<file path="src/rtl/iiitb_cg_pkg.sv">
// rtl/iiitb_cg_pkg.sv - shared state encoding and timer sizing for the clock-gating controller
package iiitb_cg_pkg;

   typedef enum logic [1:0] {
      OFF  = 2'b00,
      WAKE = 2'b01,
      ON   = 2'b10,
      COOL = 2'b11
   } cg_state_e;

   // One timer serves both the wake and idle countdowns, so size it for the larger load.
   function automatic int timer_w(input int wake_cycles, input int idle_cycles);
      int m;
      m = (wake_cycles > idle_cycles) ? wake_cycles : idle_cycles;
      return (m < 1) ? 1 : $clog2(m + 1);
   endfunction

endpackage

</file>
<file path="src/rtl/iiitb_cg_cell.sv">
// rtl/iiitb_cg_cell.sv - latch-style clock gate: enable captured on negedge, ANDed with clk
module iiitb_cg_cell (
   input  logic clk,
   input  logic rst_n,
   input  logic en,
   output logic gclk
);

   logic en_l_q;

   // Capturing on the falling edge keeps the enable stable through the whole high phase.
   always_ff @(negedge clk or negedge rst_n) begin
      if (!rst_n) en_l_q <= 1'b0;
      else        en_l_q <= en;
   end

   assign gclk = clk & en_l_q;

endmodule

</file>
<file path="src/rtl/iiitb_cg_ctrl.sv">
// rtl/iiitb_cg_ctrl.sv - clock-gating controller: request arbitration, wake settling, idle hysteresis
module iiitb_cg_ctrl
   import iiitb_cg_pkg::*;
#(
   parameter int N_REQ       = 4,
   parameter int WAKE_CYCLES = 2,
   parameter int IDLE_CYCLES = 8,
   parameter int CNT_W       = 16
) (
   input  logic             clk,
   input  logic             rst_n,
   input  logic [N_REQ-1:0] req,
   input  logic             force_on,
   input  logic             cnt_clr,
   output logic [N_REQ-1:0] ack,
   output logic             cg_en,
   output logic             gclk,
   output logic [1:0]       state,
   output logic [CNT_W-1:0] off_cycles
);

   localparam int TW = timer_w(WAKE_CYCLES, IDLE_CYCLES);
   localparam logic [TW-1:0] WAKE_LOAD = TW'(WAKE_CYCLES - 1);
   localparam logic [TW-1:0] IDLE_LOAD = (IDLE_CYCLES > 0) ? TW'(IDLE_CYCLES - 1) : '0;

   cg_state_e        state_q, state_d;
   logic [TW-1:0]    timer_q, timer_d;
   logic [CNT_W-1:0] off_q, off_d;
   logic             cg_en_q;
   logic             any;
   logic             clk_live;

   assign any = (|req) | force_on;

   always_comb begin
      state_d = state_q;
      timer_d = timer_q;
      unique case (state_q)
         OFF: begin
            if (any) begin
               state_d = WAKE;
               timer_d = WAKE_LOAD;
            end
         end
         WAKE: begin
            if (timer_q == '0) state_d = ON;
            else               timer_d = timer_q - TW'(1);
         end
         ON: begin
            if (!any) begin
               if (IDLE_CYCLES == 0) begin
                  state_d = OFF;
               end else begin
                  state_d = COOL;
                  timer_d = IDLE_LOAD;
               end
            end
         end
         COOL: begin
            // A returning request skips WAKE: the clock never actually stopped.
            if (any)                  state_d = ON;
            else if (timer_q == '0)   state_d = OFF;
            else                      timer_d = timer_q - TW'(1);
         end
         default: state_d = OFF;
      endcase
   end

   always_comb begin
      off_d = off_q;
      if (cnt_clr)                      off_d = '0;
      else if (state_q == OFF && !(&off_q)) off_d = off_q + CNT_W'(1);
   end

   always_ff @(posedge clk or negedge rst_n) begin
      if (!rst_n) begin
         state_q <= OFF;
         timer_q <= '0;
         off_q   <= '0;
         cg_en_q <= 1'b0;
      end else begin
         state_q <= state_d;
         timer_q <= timer_d;
         off_q   <= off_d;
         cg_en_q <= (state_d != OFF);
      end
   end

   assign clk_live   = (state_q == ON) || (state_q == COOL);
   assign ack        = req & {N_REQ{clk_live}};
   assign cg_en      = cg_en_q;
   assign state      = state_q;
   assign off_cycles = off_q;

   iiitb_cg_cell u_cell (
      .clk   (clk),
      .rst_n (rst_n),
      .en    (cg_en_q),
      .gclk  (gclk)
   );

endmodule

</file>
<file path="config.mk">
export PLATFORM = sky130hd
export DESIGN_NAME = iiitb_cg_ctrl
export DESIGN_NICKNAME = d
export VERILOG_FILES = /design/src/rtl/iiitb_cg_pkg.sv /design/src/rtl/iiitb_cg_cell.sv /design/src/rtl/iiitb_cg_ctrl.sv
export SDC_FILE = /design/constraint.sdc
export NUM_CORES = 1
export LEC_CHECK = 0
export CAP_MARGIN = 20
export CORE_ASPECT_RATIO = 0.6
export CORE_MARGIN = 4
export CORE_UTILIZATION = 45
export DETAILED_ROUTE_END_ITERATION = 8
export PLACE_DENSITY = 0.83
export SLEW_MARGIN = 25
export SYNTH_ARGS = -nofsm -noshare
export SYNTH_HDL_FRONTEND = slang
export SYNTH_SLANG_ARGS = --single-unit
</file>
<file path="constraint.sdc">
create_clock -name clk -period 4.1 [get_ports clk]
set_clock_uncertainty 0.05 [all_clocks]
set_input_delay 0.615 -clock clk [delete_from_list [all_inputs] [get_ports clk]]
set_output_delay 0.615 -clock clk [all_outputs]
set_load 0.03 [all_outputs]
</file>
==> results.sh, run 1 <==
export IMPL_synth_most_common_cell="dfrtp_1"
export IMPL_whs_endpoint="off_cycles[15]"
export IMPL_grt_max_degree=24
export IMPL_grt_pass1_vias=1218
export IMPL_switching_share=0.369
export IMPL_final_util=0.622
export IMPL_wl_per_cell_um=15.6
export IMPL_core_mm2=0.00291
export IMPL_p_switching_uw=321
export IMPL_wl_mm=3.36
export IMPL_syn_inst=140
export IMPL_r2r_worst_path_cells=0
export IMPL_yosys_top_cells_area="dfrtp_1, xnor2_1, nor3_2"
export IMPL_finalNonFillerCells=215
export IMPL_crit_type="reg2out"
export IMPL_synth_top_area_frac=0.416
export IMPL_drt_iter0_drc=85
export IMPL_seq_area_frac_synth=0.434
export IMPL_syn_area_mm2=0.00139
export IMPL_hpwl_mm=2.47
export IMPL_antenna_found_initial=0
export IMPL_clk_pin_slew_ns=0.07
export IMPL_r2r_slack_ns=1.47
export IMPL_placed_cells=208
export IMPL_arrival_ns=3.34
export IMPL_start_kind="flip-flop"
export IMPL_drt_pass1_iter_count=4
export IMPL_n_fill_cell=235
export IMPL_synth_edff_count=0
export IMPL_synth_nets=150
export IMPL_tightest_slew_ns=0.965
export IMPL_rsz0062_at_grt="false"
export IMPL_leakagePower_uw=0.000699
export IMPL_synth_main_ff_cell="dfrtp_1"
export IMPL_cap_violations=0
export IMPL_holdBufCountCts=0
export IMPL_dieArea_mm2=0.00406
export IMPL_port_buffer_count=31
export IMPL_total_power_uw=868
export IMPL_async_flop_share=1.00
export IMPL_crit_fanout=1
export IMPL_fin_tns_setup_ns=0
export IMPL_tritoncts="yes"
export IMPL_synthTopCellsByCount="dfrtp_1, nor2_1, xnor2_1"
export IMPL_die_w_um=79.6
export IMPL_powerDensity_mw_per_mm2=480
export IMPL_ys_types=38
export IMPL_detail_route_antenna_nets=0
export IMPL_place_congestion=0.775
export IMPL_track_usage=0.193
export IMPL_synth_seq_cells=24
export IMPL_hold_depth=2
export IMPL_initial_core_util=0.476
export IMPL_p_comb_frac=0.293
export IMPL_remaining_drc_errors=0
export IMPL_p_int_uw=548
export IMPL_status="finished, final reports clean"
export IMPL_setup_viol=0
export IMPL_insertedDiodeCount=0
export IMPL_layout_nets=184
export IMPL_synthToLayoutAreaGrowth_pct=30.6
export IMPL_worstHoldStart="off_cycles[15]"
export IMPL_drive_above_1_share=0.139
export IMPL_p_clk_frac=0.320
export IMPL_rows=15
export IMPL_hold_path_class="reg2reg"
export IMPL_final_max_slew_violation_count=0
export IMPL_rr_endpoint="u_cell.en_l_q"
export IMPL_grt_remaining_overflow=0
export IMPL_ios=32
export IMPL_synth_area_per_cell_um2=9.89
export IMPL_insertion_delay_ns=0.38
export IMPL_hold_violations=0
export IMPL_maxSlewHeadroom=0.352
export IMPL_r2r_start="cg_en"
export IMPL_die_h_um=51.0
export IMPL_vias=1181
export IMPL_peakVddDrop_mv=0.239
export IMPL_synth_largest_area_cell="dfrtp_1"
export IMPL_synth_warnings=0
export IMPL_worstSetupEndpointType="output port"
export IMPL_grt_pass1_wl_mm=5.83
export IMPL_hold_ws_ns=0.539
export IMPL_required_ns=3.43
export IMPL_via_per_inst=5.49
export IMPL_pwr_share_seq=0.387
[state kept, by name (all words and copies together) (netlist names)]
signal and flops:
off_cycles 16, timer_q 4, state 2, cg_en 1
u_cell.en_l_q 1
[per-layer routing]
metal	global-route usage	vias up	part of all wire
met5	0	-	0
met4	0.100	0	0.017
met3	0.0599	9	0.041
met2	0.312	29	0.52
met1	0.233	578	0.43
li1	-	565	-
[cells by family after synthesis]
logic type | synth area share
XOR/XNOR | 0.0885
flip-flops | 0.434
buffers and inverters | 0.0406
AO/OA/AOI/OAI | 0.0777
adder cells (fa/ha/maj) | 0.0181
AND/OR/NAND/NOR | 0.341
[power by group through the flow]
| stage | clock (µW) | combinational, µW | sequential (µW) |
|---|---|---|---|
| after floorplan | 30.4 | 163 | 343 |
| after global placement | 48.0 | 242 | 332 |
| after detailed placement | 48.0 | 256 | 340 |
| after CTS | 286 | 257 | 335 |
| after global routing | 299 | 274 | 343 |
| final | 278 | 254 | 337 |
[layout make-up]
cell class | instances | area (µm²) | share of cell area
multi-input combinational | 106 | 728 | 0.402
clock buffer | 8 | 105 | 0.0581
tap | 42 | 52.6 | 0.0290
inverter | 4 | 15.0 | 0.00830
sequential | 24 | 601 | 0.332
timing repair buffer | 31 | 308 | 0.170
[through the flow]
stage | worst slack, ns | cell area, µm²
global route | 0.0471 | 1810
global placement | 0.272 | 1710
floorplan | 0.745 | 1390
finish | 0.0988 | 1810
detailed placement | 0.262 | 1710
CTS | 0.0766 | 1810
[cell usage in the layout, fill, tap and decap left out, types with 2 or more instances in the layout]
cell / n
nor4_1: 2
nor3b_1: 2
nor3_1: 3
nand4_1: 7
clkdlybuf4s50_1: 30
or2_2: 2
nor3_2: 8
o22ai_1: 2
or3_1: 2
and3_1: 4
nand2_1: 7
xnor2_1: 11
nand3_1: 8
o21ai_1: 2
o21a_1: 3
xor2_1: 3
ha_1: 2
and2_1: 5
a21oi_1: 4
dfrtp_1: 23
inv_1: 4
clkbuf_8: 7
nor2_1: 17
[worst max-delay path by stage]
| stage | startpoint | to | slack, ns | cells after the start |
|---|---|---|---|---|
| after floorplan | u_cell.en_l_q | gclk | 0.74 | 1 |
| after global placement | u_cell.en_l_q | gclk | 0.27 | 2 |
| after detailed placement | u_cell.en_l_q | gclk | 0.26 | 2 |
| after CTS | u_cell.en_l_q | gclk | 0.08 | 2 |
| after global routing | u_cell.en_l_q | gclk | 0.05 | 2 |
| final | u_cell.en_l_q | gclk | 0.1 | 2 |
[critical path: stages (launching register included)]
cell and delay, ns:
dfrtn_1 0.38, and2_1 0.11, dlygate4sd2_1 0.39
[timing repair]
item | 4_1_cts | 5_1_grt
resized for setup | 1 | 0
buffers inserted | 0 | 0
endpoints found under the hold margin | 0 | 0
endpoints found under the setup margin | 2 | 0
Power figures use the tool's default switching activity.
==> run 2, diff against run 1 <==
--- a/config.mk
+++ b/config.mk
@@ -15,3 +15,4 @@
 export SYNTH_ARGS = -nofsm -noshare
 export SYNTH_HDL_FRONTEND = slang
 export SYNTH_SLANG_ARGS = --single-unit
+export TNS_END_PERCENT = 30
==> results of run 2 <==
Final layout, timing and power as in run 1 (identical DEF).
